`config.mk`:
```
export PLATFORM = sky130hd
export DESIGN_NAME = ctrl_seq
export DESIGN_NICKNAME = d
export VERILOG_FILES = /design/src/rtl/ctrl_seq.sv
export SDC_FILE = /design/constraint.sdc
export NUM_CORES = 1
export LEC_CHECK = 0
export CAP_MARGIN = 20
export CORE_MARGIN = 1.5
export CORE_UTILIZATION = 47
export DETAILED_ROUTE_END_ITERATION = 8
export GPL_TIMING_DRIVEN = 1
export PLACE_DENSITY = 0.78
export SLEW_MARGIN = 30
export SYNTH_ARGS = -nofsm -noshare
export SYNTH_HDL_FRONTEND = slang
export SYNTH_SLANG_ARGS = --single-unit
```
`constraint.sdc`:
```
create_clock -name Clk -period 1.6 [get_ports Clk]
set_input_delay 0.32 -clock Clk [delete_from_list [all_inputs] [get_ports Clk]]
set_output_delay 0.32 -clock Clk [all_outputs]
set_load 0.03 [all_outputs]
```
`src/rtl/ctrl_seq.sv`:
```
// ctrl_seq: registered control sequencer for the 9-bit CSE141L core.
// One-stage decode register plus a four-state FSM: IDLE, RUN, LOAD, HALT.
// The instruction sampled at one edge drives the outputs after the next edge.
// A latched Zero flag (ZF) feeds je/jne. ZF is forwarded from ZeroIn when the
// instruction just ahead of the jump was a flag setter.
// Optional feature macro: ILLEGAL_TRAP_EN. When it is defined, 1111xxxxx
// opcodes other than 9'h1FF trap to HALT with Err = 1. When it is undefined,
// they are nops and Err is tied low.
// Handshake: Start is a level sampled on Clk. It is acted on only in IDLE or
// HALT and ignored elsewhere. Stall = 1 tells the PC to hold, so the
// instruction on Instruction is sampled only at edges that end a Stall = 0
// cycle.
module ctrl_seq #(
  parameter int REG_AW  = 3,
  parameter int MEM_LAT = 2,
  parameter int TGT_W   = 5
) (
  input  logic              Clk,
  input  logic              Reset,
  input  logic              Start,
  input  logic [8:0]        Instruction,
  input  logic              ZeroIn,
  output logic              RegWrEn,
  output logic              MemWrEn,
  output logic [1:0]        WriteSource,
  output logic [REG_AW-1:0] ReadRegAddrA,
  output logic [REG_AW-1:0] ReadRegAddrB,
  output logic [REG_AW-1:0] WriteRegAddr,
  output logic [2:0]        ALUOp,
  output logic              JumpTaken,
  output logic [TGT_W-1:0]  JumpTgt,
  output logic              Stall,
  output logic              Ack,
  output logic              Err,
  output logic [1:0]        dbg_state
);

  localparam logic [2:0] K_LSH = 3'd0, K_RSH = 3'd1, K_XOR = 3'd2, K_RXR = 3'd3;
  localparam logic [2:0] K_ORR = 3'd4, K_ADD = 3'd5, K_SUB = 3'd6;
  localparam int CNT_W = $clog2(MEM_LAT + 1);
  localparam logic [CNT_W-1:0] LAT_C = CNT_W'(MEM_LAT);

  typedef enum logic [1:0] {S_IDLE, S_RUN, S_LOAD, S_HALT} state_t;

  state_t           state, state_n;
  logic [CNT_W-1:0] load_cnt, load_cnt_n;
  logic             zf, zf_src, zf_src_n, zf_eff, load_done;

  // Decoded fields of the current Instruction.
  logic              d_wr, d_mw, d_jt, d_ldr, d_halt, d_setzf;
  logic [1:0]        d_ws;
  logic [REG_AW-1:0] d_wa, d_ra, d_rb;
  logic [2:0]        d_alu;
  logic [TGT_W-1:0]  d_tgt;
`ifdef ILLEGAL_TRAP_EN
  logic              d_ill;
`endif

  // Next values of the registered outputs.
  logic              reg_wr_n, mem_wr_n, jump_n, stall_n, ack_n;
  logic [1:0]        ws_n;
  logic [REG_AW-1:0] wa_n, ra_n, rb_n;
  logic [2:0]        alu_n;
  logic [TGT_W-1:0]  tgt_n;

  assign dbg_state = state;
  assign load_done = (load_cnt == LAT_C);
  // A jump right behind a flag setter sees that setter's ZeroIn directly.
  assign zf_eff    = zf_src ? ZeroIn : zf;

  // Instruction decode; fields not used by an opcode stay zero.
  always_comb begin
    d_wr = 1'b0; d_mw = 1'b0; d_jt = 1'b0; d_ldr = 1'b0; d_halt = 1'b0; d_setzf = 1'b0;
    d_ws = 2'b00; d_wa = '0; d_ra = '0; d_rb = '0; d_alu = K_LSH; d_tgt = '0;
`ifdef ILLEGAL_TRAP_EN
    d_ill = 1'b0;
`endif
    if (Instruction[8:7] == 2'b00) begin
      d_wr  = 1'b1;
      d_wa  = REG_AW'(Instruction[5:3]);
      d_ra  = REG_AW'(3'd4);
      d_rb  = REG_AW'(Instruction[2:0]);
      d_alu = Instruction[6] ? K_RSH : K_LSH;
    end else begin
      case (Instruction[8:5])
        4'b0100: begin
          d_ldr = 1'b1; d_ws = 2'b01;
          d_wa  = REG_AW'(Instruction[4:2]);
          d_ra  = REG_AW'({1'b1, Instruction[1:0]});
        end
        4'b0101: begin
          d_mw = 1'b1;
          d_ra = REG_AW'(Instruction[4:2]);
          d_rb = REG_AW'({1'b1, Instruction[1:0]});
        end
        4'b0110: begin
          d_wr = 1'b1; d_setzf = 1'b1; d_alu = K_XOR;
          d_wa = REG_AW'(Instruction[4:2]); d_ra = REG_AW'(Instruction[4:2]);
          d_rb = REG_AW'(3'd4);
        end
        4'b0111: begin
          d_wr = 1'b1; d_setzf = 1'b1; d_alu = K_RXR;
          d_wa = REG_AW'(Instruction[4:2]); d_ra = REG_AW'(Instruction[4:2]);
        end
        4'b1000: begin d_wr = 1'b1; d_ws = 2'b10; d_wa = REG_AW'(Instruction[4:2]); end
        4'b1001: begin d_wr = 1'b1; d_ws = 2'b11; d_wa = REG_AW'(Instruction[4:2]); end
        4'b1010: begin d_jt = zf_eff;  d_tgt = TGT_W'(Instruction[4:0]); end
        4'b1011: begin d_jt = !zf_eff; d_tgt = TGT_W'(Instruction[4:0]); end
        4'b1100: begin
          d_setzf = 1'b1; d_alu = K_SUB;
          d_ra = REG_AW'(Instruction[4:2]); d_rb = REG_AW'(3'd4);
        end
        4'b1101: begin
          d_wr = 1'b1; d_alu = K_ORR;
          d_wa = REG_AW'(Instruction[4:2]); d_ra = REG_AW'(Instruction[4:2]);
          d_rb = REG_AW'({1'b1, Instruction[1:0]});
        end
        4'b1110: begin
          d_wr = 1'b1; d_setzf = 1'b1; d_alu = Instruction[1] ? K_SUB : K_ADD;
          d_wa = REG_AW'(Instruction[4:2]); d_ra = REG_AW'(Instruction[4:2]);
          d_rb = REG_AW'(3'd4);
        end
        4'b1111: begin
          if (Instruction == 9'h1FF) d_halt = 1'b1;
`ifdef ILLEGAL_TRAP_EN
          else d_ill = 1'b1;
`endif
        end
        default: ;
      endcase
    end
  end

  // State, load counter and Zero flag registers.
  always_ff @(posedge Clk or posedge Reset) begin
    if (Reset) begin
      state    <= S_IDLE;
      load_cnt <= '0;
      zf       <= 1'b0;
      zf_src   <= 1'b0;
    end else begin
      state    <= state_n;
      load_cnt <= load_cnt_n;
      zf_src   <= zf_src_n;
      if (zf_src) zf <= ZeroIn;
    end
  end

  // Next-state logic.
  always_comb begin
    state_n    = state;
    load_cnt_n = load_cnt;
    zf_src_n   = 1'b0;
    case (state)
      S_IDLE: if (Start) state_n = S_RUN;
      S_RUN: begin
        zf_src_n = d_setzf;
        if (d_halt) state_n = S_HALT;
`ifdef ILLEGAL_TRAP_EN
        else if (d_ill) state_n = S_HALT;
`endif
        else if (d_ldr) begin
          state_n    = S_LOAD;
          load_cnt_n = CNT_W'(1);
        end
      end
      S_LOAD: begin
        if (load_done) begin
          state_n    = S_RUN;
          load_cnt_n = '0;
        end else begin
          load_cnt_n = load_cnt + CNT_W'(1);
        end
      end
      S_HALT: if (Start) state_n = S_RUN;
      default: state_n = S_IDLE;
    endcase
  end

  // Output logic: next value of every registered output.
  // Leaving IDLE, HALT or LOAD gives one all-zero cycle, so the PC advances
  // before the next fetch is sampled.
  always_comb begin
    reg_wr_n = 1'b0; mem_wr_n = 1'b0; jump_n = 1'b0; stall_n = 1'b0; ack_n = 1'b0;
    ws_n = 2'b00; wa_n = '0; ra_n = '0; rb_n = '0; alu_n = K_LSH; tgt_n = '0;
    case (state)
      S_IDLE: stall_n = !Start;
      S_RUN: begin
        if (d_halt) begin
          ack_n = 1'b1; stall_n = 1'b1;
        end
`ifdef ILLEGAL_TRAP_EN
        else if (d_ill) begin
          ack_n = 1'b1; stall_n = 1'b1;
        end
`endif
        else begin
          reg_wr_n = d_ldr ? (MEM_LAT == 1) : d_wr;
          mem_wr_n = d_mw; jump_n = d_jt; stall_n = d_ldr;
          ws_n = d_ws; wa_n = d_wa; ra_n = d_ra; rb_n = d_rb; alu_n = d_alu; tgt_n = d_tgt;
        end
      end
      S_LOAD: begin
        if (!load_done) begin
          stall_n  = 1'b1;
          ws_n = WriteSource; wa_n = WriteRegAddr; ra_n = ReadRegAddrA; rb_n = ReadRegAddrB;
          reg_wr_n = (load_cnt + CNT_W'(1) == LAT_C);
        end
      end
      S_HALT: begin
        ack_n = !Start; stall_n = !Start;
      end
      default: ;
    endcase
  end

  // Decode register driving the datapath.
  always_ff @(posedge Clk or posedge Reset) begin
    if (Reset) begin
      RegWrEn <= 1'b0; MemWrEn <= 1'b0; WriteSource <= 2'b00;
      ReadRegAddrA <= '0; ReadRegAddrB <= '0; WriteRegAddr <= '0;
      ALUOp <= K_LSH; JumpTaken <= 1'b0; JumpTgt <= '0; Stall <= 1'b0; Ack <= 1'b0;
    end else begin
      RegWrEn <= reg_wr_n; MemWrEn <= mem_wr_n; WriteSource <= ws_n;
      ReadRegAddrA <= ra_n; ReadRegAddrB <= rb_n; WriteRegAddr <= wa_n;
      ALUOp <= alu_n; JumpTaken <= jump_n; JumpTgt <= tgt_n; Stall <= stall_n; Ack <= ack_n;
    end
  end

`ifdef ILLEGAL_TRAP_EN
  logic err_n;
  // Err is set by an illegal opcode and cleared by Start out of HALT.
  always_comb begin
    err_n = Err;
    if (state == S_HALT && Start) err_n = 1'b0;
    else if (state == S_RUN && d_ill) err_n = 1'b1;
  end

  // Trap flag register.
  always_ff @(posedge Clk or posedge Reset) begin
    if (Reset) Err <= 1'b0;
    else       Err <= err_n;
  end
`else
  assign Err = 1'b0;
`endif

endmodule
```
==> results_dict.tcl, run 1 <==
set metrics [dict create \
    clk_root_buffer_cell "clkbuf_4" \
    drcViolationCount 0 \
    peakVddDrop_v 0.000746 \
    grt_pass1_vias 1368 \
    end_kind "flip-flop" \
    yosysSeqAreaShare 0.508 \
    crit_path_max_fanout 7 \
    cts_buffer_depth 2 \
    drt-initial-drc-count 59 \
    synthArstFlopShare 1.00 \
    std_cell_rows 20 \
    core_area_sq_um 3030 \
    hpwlAfterDp_microns 2960 \
    cp_top_family "buffers and inverters" \
    route.vias.total 1411 \
    start_kind "primary input" \
    io_pins 40 \
    grt_antenna_before_repair 0 \
    wl_per_cell_microns 15.1 \
    cts_setup_buffers 0 \
    first_pass_iters 4 \
    syn_to_final_growth_pct 50.0 \
    yosys-top-cells-count "dfrtp_1, nand2_1, nor2_1" \
    cts_tree "built" \
    cp.depth 5 \
    num_antenna_cells 0 \
    viasPerCell 5.39 \
    max_freq_mhz 654 \
    hold_viol_final 0 \
    final_core_util 0.731 \
    reg2reg_slack_ps 100 \
    power-per-cell-area_nw_per_um2 1150 \
    worst-path-buf-inv 2 \
    synth_area_leader_cell "dfrtp_1" \
    slew_violations 0 \
    grt_max_degree 20 \
    slowest_delay_ps 520 \
    postRouteAntennaNets 0 \
    synth-edff-count 0 \
    worstRegToRegCells 5 \
    ys_top_cells_by_area "dfrtp_1, nand2_1, a32o_1, a21oi_1, o21ai_0" \
    syn-cell-area_sq_um 1480 \
    io_buffer_count 38 \
    synth.most_common_cell "dfrtp_1" \
    final_area_sq_um 2210 \
    rsz0062_at_grt "no" \
    min_period_ps 1530 \
    syn_avg_cell_area_sq_um 9.84 \
    synth-main-ff-cell "dfrtp_1" \
    initial_core_util 0.488 \
    drv_cap 0 \
    path_clk_slew_ps 110 \
    syn_nets 166 \
    chipWidth_microns 59.0 \
    cts_buffers 5 \
    grt-ovfl-total 0 \
    required_ps 1820 \
    crit_chain "clkdlybuf4s50_1 -> nand4_1 -> buf_4 -> o31a_1 -> a32o_1" \
    period_share 0.956 \
    finalSetupViolCount 0 \
    gp_congestion 0.871 \
    die_h_microns 59.0 \
    ys_types 39 \
    netlist.area_leader.share 0.508 \
    clk_latency_ps 330 \
    grt_usage 0.249 \
    total_leakage_power_uw 0.00112 \
    wirelength_microns 3950 \
    cts.sink_count 30 \
    worstSetupPathType "primary input to flip-flop" \
    outcome "complete, no violations" \
    synth_warnings 0 \
    r2r-end "dbg_state[1]" \
    ys_ff_latch 30 \
    dieArea_sq_um 3490 \
    slowest_stage "clkdlybuf4s50_1" \
    synthCells 150 \
    finalPower_uw 2540 \
    crit_arrival_ps 1750 \
    hp-class "primary input to async pin" \
    drive_gt1_frac 0.257 \
    placed_cell_area_sq_um 2110 \
    fin_nets 233 \
    final.setup_skew_ps 13.1 \
    ctsHtreeMaxLevel 2 \
    grt_first_pass_wirelength_microns 6470 \
    r2r_start "dbg_state[0]" \
]
## worst max-delay path by stage
| stage | startpoint | endpoint |
|---|---|---|
| after CTS | dbg_state[1] | ReadRegAddrB[1] |
| after global placement | Instruction[5] | ALUOp[0] |
| final | Instruction[7] | ReadRegAddrA[0] |
| after floorplan | dbg_state[0] | load_cnt[0] |
| after global routing | Instruction[7] | ReadRegAddrA[0] |
| after detailed placement | Instruction[6] | WriteRegAddr[0] |
## cells by family (layout without fill, tap and decap cells)
group | Yosys count | in the layout | synth area share
other | 1 | 1 | 0.00254
and+or+nand+nor | 55 | 55 | 0.188
muxes | 4 | 4 | 0.0297
adders and majority gates | 3 | 3 | 0.0254
AOI/OAI and AO/OA | 41 | 41 | 0.198
buffers and inverters | 16 | 84 | 0.0475
DFF | 30 | 30 | 0.508
## stage by stage
stage	setup TNS [ps]	cells	worst slack, ps	hold slack (ps)
floorplan	0	150	11.2	411
global placement	-6400	254	-389	462
detailed placement	-6620	254	-380	465
CTS	0	262	12.8	316
global route	0	262	15.9	344
finish	0	262	70.3	300
## per-layer routing
metal | share of wire | track usage | up-vias
li1 | - | - | 669
met1 | 0.43 | 0.331 | 672
met2 | 0.48 | 0.395 | 62
met5 | 0 | 0 | -
met4 | 0.015 | 0.101 | 0
met3 | 0.071 | 0.0546 | 8
## where the power goes
part           internal (uW)  switching, uW  leakage (uW)  total, uW
Clock                    213            265     0.0000353        478
Sequential               906           77.5      0.000389        984
Combinational            416            661      0.000694       1080
## area by class of cell
class                   instances  area (sq um)
fillers                       243           813
flip-flops and latches         30           753
multi-input cells             104           723
repair buffers                 68           593
clock buffers                   7          55.1
well taps                      44          55.1
inverters                       8          30.0
clock inverters                 1          5.00
## worst reg2reg max path: stages, from the launching register on
cell and delay [ps]:
dfrtp_2 430, inv_1 60, ha_1 350, a22o_1 270, a21o_1 160, a21oi_1 160
## cell usage in the layout, fill, tap and decap left out, types with 2 or more instances in the layout
cell type	Yosys	layout
nand3b_1	2	2
a211oi_1	2	2
clkdlybuf4s50_1	0	9
nor3_1	4	4
mux2_2	3	3
clkbuf_4	0	5
nor2_1	9	8
dfrtp_1	30	28
inv_1	8	8
buf_4	1	28
and2_1	6	6
ha_1	3	2
or3_4	0	2
nand2_1	18	17
dfrtp_2	0	2
a32o_1	5	5
dlymetal6s2s_1	0	2
a21o_1	2	2
a21oi_1	8	7
nor2b_2	0	2
o21ai_0	8	7
dlygate4sd2_1	0	27
a22o_1	2	2
nand3_1	4	4
o31ai_1	4	4
o22ai_2	0	2
## what timing repair did
action	CTS	global route
setup endpoints to repair	36	14
resized for setup	30	16
hold buffers	0	0
pin swaps	0	2
## flip-flops by register name, summed over array words and instances, names as in the netlist, 2 cells and up
signal and flops:
WriteRegAddr 3, ALUOp 3, WriteSource 2, ReadRegAddrB 3, load_cnt 2, ReadRegAddrA 3
dbg_state 2, JumpTgt 5
Power figures use the tool's default switching activity.
==> run 2, diff against run 1 <==
--- a/config.mk
+++ b/config.mk
@@ -7,10 +7,10 @@
 export LEC_CHECK = 0
 export CAP_MARGIN = 20
 export CORE_MARGIN = 1.5
-export CORE_UTILIZATION = 47
+export CORE_UTILIZATION = 40
 export DETAILED_ROUTE_END_ITERATION = 8
 export GPL_TIMING_DRIVEN = 1
-export PLACE_DENSITY = 0.78
+export PLACE_DENSITY = 0.68
 export SLEW_MARGIN = 30
 export SYNTH_ARGS = -nofsm -noshare
 export SYNTH_HDL_FRONTEND = slang
==> results_dict.tcl, run 2 (synthesized netlist as in run 1, its figures left out) <==
set metrics [dict create \
    ctsHoldBuffers 0 \
    chipWidth_microns 63.8 \
    drt-initial-drc-count 46 \
    clk_latency_ps 280 \
    crit_path_max_fanout 7 \
    clk_root_buffer_cell "clkbuf_8" \
    cp_top_family "compound AO/OA/AOI/OAI gates" \
    netSwitchingFraction 0.372 \
    route.vias.total 1392 \
    layout_commonest_cell "dfrtp_1" \
    cts_buffers 5 \
    fin_nets 232 \
    slew_violations 0 \
    core_area_sq_um 3440 \
    max_freq_mhz 672 \
    worstSetupPathType "primary input to flip-flop" \
    end_kind "flip-flop" \
    rsz0062_at_grt "yes" \
    total_leakage_power_uw 0.00130 \
    pwr-share-clk 0.223 \
    dp_worst_setup_slack_ps -365 \
    min_period_ps 1490 \
    stdcell_count 263 \
    hpwlAfterDp_microns 2880 \
    hp-class "primary input to async pin" \
    power-per-cell-area_nw_per_um2 1200 \
    cts_buffer_depth 2 \
    period_share 0.931 \
    grt_pass1_vias 1343 \
    first_pass_iters 4 \
    drcViolationCount 0 \
    worst_slack_ps 111 \
    slowest_stage "clkdlybuf4s50_1" \
    gp_congestion 0.845 \
    top_usage_layer "met2" \
    layout_common_cells "dfrtp_1, buf_4, dlymetal6s2s_1" \
    start_kind "primary input" \
    cts_tree "built" \
    peakVddDrop_v 0.000798 \
    io_pins 40 \
    num_antenna_cells 0 \
    viasPerCell 5.29 \
    drive_gt1_frac 0.244 \
    grt_antenna_before_repair 0 \
    multiInputGateArea_sq_um 717 \
    top_register "JumpTgt" \
    io_buffer_count 38 \
    grt_usage 0.214 \
    largest_register_ffs 5 \
    p_switching_uw 1030 \
    postRouteAntennaNets 0 \
    cts.sink_count 30 \
    std_cell_rows 21 \
    regArea_sq_um 753 \
    outcome "complete, no violations" \
    grt_first_pass_wirelength_microns 6600 \
    p_comb_frac 0.419 \
    dieArea_sq_um 4060 \
    syn_to_final_growth_pct 55.4 \
    p_int_uw 1730 \
    drv_cap 0 \
    hold-worst-slack_ps 412 \
    use_met3 0.0458 \
    required_ps 1770 \
    grtUsageMet1 0.276 \
    crit_arrival_ps 1660 \
    dp.cells 250 \
    power_frac_seq 0.357 \
    die_h_microns 63.8 \
    met2_usage 0.341 \
    slowest_delay_ps 510 \
    grt_max_degree 31 \
    grt-ovfl-total 0 \
    path_clk_slew_ps 60 \
    crit_chain "clkdlybuf4s50_1 -> nand3_1 -> o31a_1 -> a32o_1" \
    wirelength_microns 3900 \
    worst-path-buf-inv 1 \
    ctsHtreeMaxLevel 2 \
    hold_viol_final 0 \
    wl_per_cell_microns 14.8 \
    initial_core_util 0.429 \
    final.setup_skew_ps 0.829 \
    nFillCells 280 \
    finalSetupViolCount 0 \
]
-- run 2: power by group through the flow --
stage / clock, uW / combinational [uW] / sequential (uW)
CTS: 633 / 1100 / 978
global route: 666 / 1250 / 1000
detailed placement: 0 / 1120 / 996
global placement: 0 / 1110 / 989
floorplan: 0 / 402 / 1230
finish: 616 / 1160 / 986
-- run 2: stage by stage --
stage                util  total power, uW  instance area, sq um  TNS (ps)
floorplan               -             1630                  1480         0
global placement    0.601             2100                  2070     -5760
detailed placement  0.601             2120                  2070     -5730
CTS                 0.639             2710                  2200         0
global route        0.667             2920                  2290     -9.13
finish              0.667             2760                  2290         0
-- run 2: repair_timing --
action | in CTS | in global routing
setup endpoints to repair | 25 | 29
buffers inserted | 4 | 1
pin swaps | 2 | 4
gates resized for setup | 21 | 26
-- run 2: worst min-delay path, delay by kind of cell --
| kind | cells | cell delay (ps) |
|---|---|---|
| buffers and inverters | 3 | 780 |
-- run 2: area by class of cell --
type | instances | share of cell area
clock buffers | 7 | 0.0376
clock inverters | 1 | 0.00218
inverters | 8 | 0.0147
multi-input cells | 104 | 0.312
flip-flops and latches | 30 | 0.328
well taps | 46 | 0.0251
repair buffers | 67 | 0.280
-- run 2: final timing paths --
kind	from	to	slack, ps	cells after the start
max	Instruction[1]	ReadRegAddrA[1]	110	4
min	Reset	zf_src	410	3
max reg2reg	dbg_state[0]	WriteSource[1]	120	5
min reg2reg	WriteRegAddr[1]	WriteRegAddr[1]	480	2
max in group asynchronous	Reset	dbg_state[1]	880	3
min in group Clk	Instruction[0]	JumpTgt[0]	440	3
-- run 2: per-layer routing --
layer / wire length, microns / vias up / part of all wire
li1: - / 669 / -
met1: 1740 / 675 / 0.45
met2: 1900 / 42 / 0.49
met3: 196 / 6 / 0.050
met4: 65 / 0 / 0.017
met5: 0 / - / 0
==> run 3, diff against run 2 <==
--- a/config.mk
+++ b/config.mk
@@ -11,6 +11,7 @@
 export DETAILED_ROUTE_END_ITERATION = 8
 export GPL_TIMING_DRIVEN = 1
 export PLACE_DENSITY = 0.68
+export SKIP_LAST_GASP = 1
 export SLEW_MARGIN = 30
 export SYNTH_ARGS = -nofsm -noshare
 export SYNTH_HDL_FRONTEND = slang
==> results_dict.tcl, run 3 (synthesized netlist as in run 1, its figures left out) <==
set metrics [dict create \
    p_int_uw 1700 \
    pwr-share-clk 0.228 \
    worst_slack_ps 61.3 \
    io_pins 40 \
    cts.sink_count 30 \
    grt_max_degree 31 \
    regArea_sq_um 752 \
    viasPerCell 5.28 \
    power-per-cell-area_nw_per_um2 1190 \
    p_switching_uw 1010 \
    grt_pass1_vias 1343 \
    core_area_sq_um 3440 \
    largest_register_ffs 5 \
    min_period_ps 1540 \
    dp_worst_setup_slack_ps -365 \
    end_kind "flip-flop" \
    worstRegToRegCells 5 \
    hp-class "primary input to async pin" \
    layout_commonest_cell "dfrtp_1" \
    drt-initial-drc-count 52 \
    multiInputGateArea_sq_um 694 \
    nFillCells 284 \
    total_leakage_power_uw 0.00130 \
    grt_usage 0.214 \
    grt-ovfl-total 0 \
    cts_buffers 5 \
    wl_met1_microns 1740 \
    slowest_delay_ps 430 \
    crit_chain "inv_1 -> ha_2 -> o31a_1 -> nand3_1 -> o21ai_0" \
    crit_arrival_ps 1730 \
    route.vias.total 1389 \
    ctsHtreeMaxLevel 2 \
    required_ps 1790 \
    grt_first_pass_wirelength_microns 6600 \
    cts_tree "built" \
    std_cell_rows 21 \
    initial_core_util 0.429 \
    cp.depth 5 \
    wirelength_microns 3870 \
    slew_violations 0 \
    worstSetupPathType "flip-flop to flip-flop" \
    dieArea_sq_um 4060 \
    io_buffer_count 38 \
    crit_path_max_fanout 7 \
    grt_antenna_before_repair 0 \
    die_h_microns 63.8 \
    first_pass_iters 6 \
    peakVddDrop_v 0.000801 \
    start_kind "flip-flop" \
    final.setup_skew_ps 1.41 \
    worst-path-buf-inv 1 \
    gp_congestion 0.845 \
    power_frac_seq 0.360 \
    rsz0062_at_grt "yes" \
    clk_root_buffer_cell "clkbuf_8" \
    postRouteAntennaNets 0 \
    chipWidth_microns 63.8 \
    wl_per_cell_microns 14.7 \
    period_share 0.962 \
    hold_viol_final 0 \
    cts_buffer_depth 2 \
    max_freq_mhz 650 \
    syn_to_final_growth_pct 53.8 \
    met3_wirelength_microns 195 \
    layout_common_cells "dfrtp_1, buf_4, dlymetal6s2s_1" \
    fin_nets 232 \
    p_comb_frac 0.412 \
    path_clk_slew_ps 60 \
    slowest_stage "dfrtp_2" \
    ctsHoldBuffers 0 \
    top_layer_used "met4" \
    routed-wl-met2_microns 1870 \
    cp_top_family "compound AO/OA/AOI/OAI gates" \
    final_core_util 0.660 \
    hpwlAfterDp_microns 2880 \
    netSwitchingFraction 0.373 \
    drv_cap 0 \
    clk_latency_ps 280 \
    drive_gt1_frac 0.235 \
    finalSetupViolCount 0 \
    drcViolationCount 0 \
    top_register "JumpTgt" \
    outcome "complete, no violations" \
    num_antenna_cells 0 \
]
[run 3: cell counts in the layout (fill, tap and decap cells not counted)]
Identical to the previous run, type by type.
[run 3: stage by stage]
step / instance area [sq um] / TNS (ps) / total power, uW / hold slack (ps) / cells
global route: 2270 / -106 / 2860 / 457 / 263
floorplan: 1480 / 0 / 1630 / 411 / 150
CTS: 2200 / 0 / 2710 / 427 / 262
finish: 2270 / 0 / 2710 / 412 / 263
global placement: 2070 / -5760 / 2100 / 464 / 250
detailed placement: 2070 / -5730 / 2120 / 475 / 250
[run 3: cell type report]
class	count	area share
multi-input cells	104	0.306
well taps	46	0.0253
flip-flops and latches	30	0.331
inverters	8	0.0149
clock buffers	7	0.0380
clock inverters	1	0.00220
repair buffers	67	0.283
[run 3: per-layer routing]
metal | GRT usage | up-vias
li1 | - | 669
met1 | 0.276 | 673
met2 | 0.341 | 41
met3 | 0.0458 | 6
met4 | 0.103 | 0
met5 | 0 | -
[run 3: path summary, 6_finish.rpt]
kind                       slack [ps]            start         endpoint
max                                60     dbg_state[1]  ReadRegAddrB[1]
min                               410            Reset           zf_src
min reg2reg                       480  WriteRegAddr[1]  WriteRegAddr[1]
min in group Clk                  440   Instruction[0]       JumpTgt[0]
max reg2reg                        60     dbg_state[1]  ReadRegAddrB[1]
max in group asynchronous         890            Reset     dbg_state[1]
[run 3: what timing repair did]
| item | CTS | global route |
|---|---|---|
| resized for setup | 21 | 23 |
| cloned | 0 | 0 |
| endpoints found under the setup margin | 25 | 29 |
| buffers inserted | 4 | 1 |
| pin swaps | 2 | 4 |
[run 3: power by group through the flow]
stage | logic, uW | clock network [uW] | registers [uW]
6_report | 1120 | 619 | 977
5_1_grt | 1200 | 666 | 992
4_1_cts | 1100 | 633 | 978
3_5_place_dp | 1120 | 0 | 996
3_3_place_gp | 1110 | 0 | 989
2_1_floorplan | 402 | 0 | 1230
[run 3: worst register-to-register path, stage by stage, from the launching register on]
cell and delay, ps:
dfrtp_2 430, inv_1 80, ha_2 290, o31a_1 350
nand3_1 130, o21ai_0 180
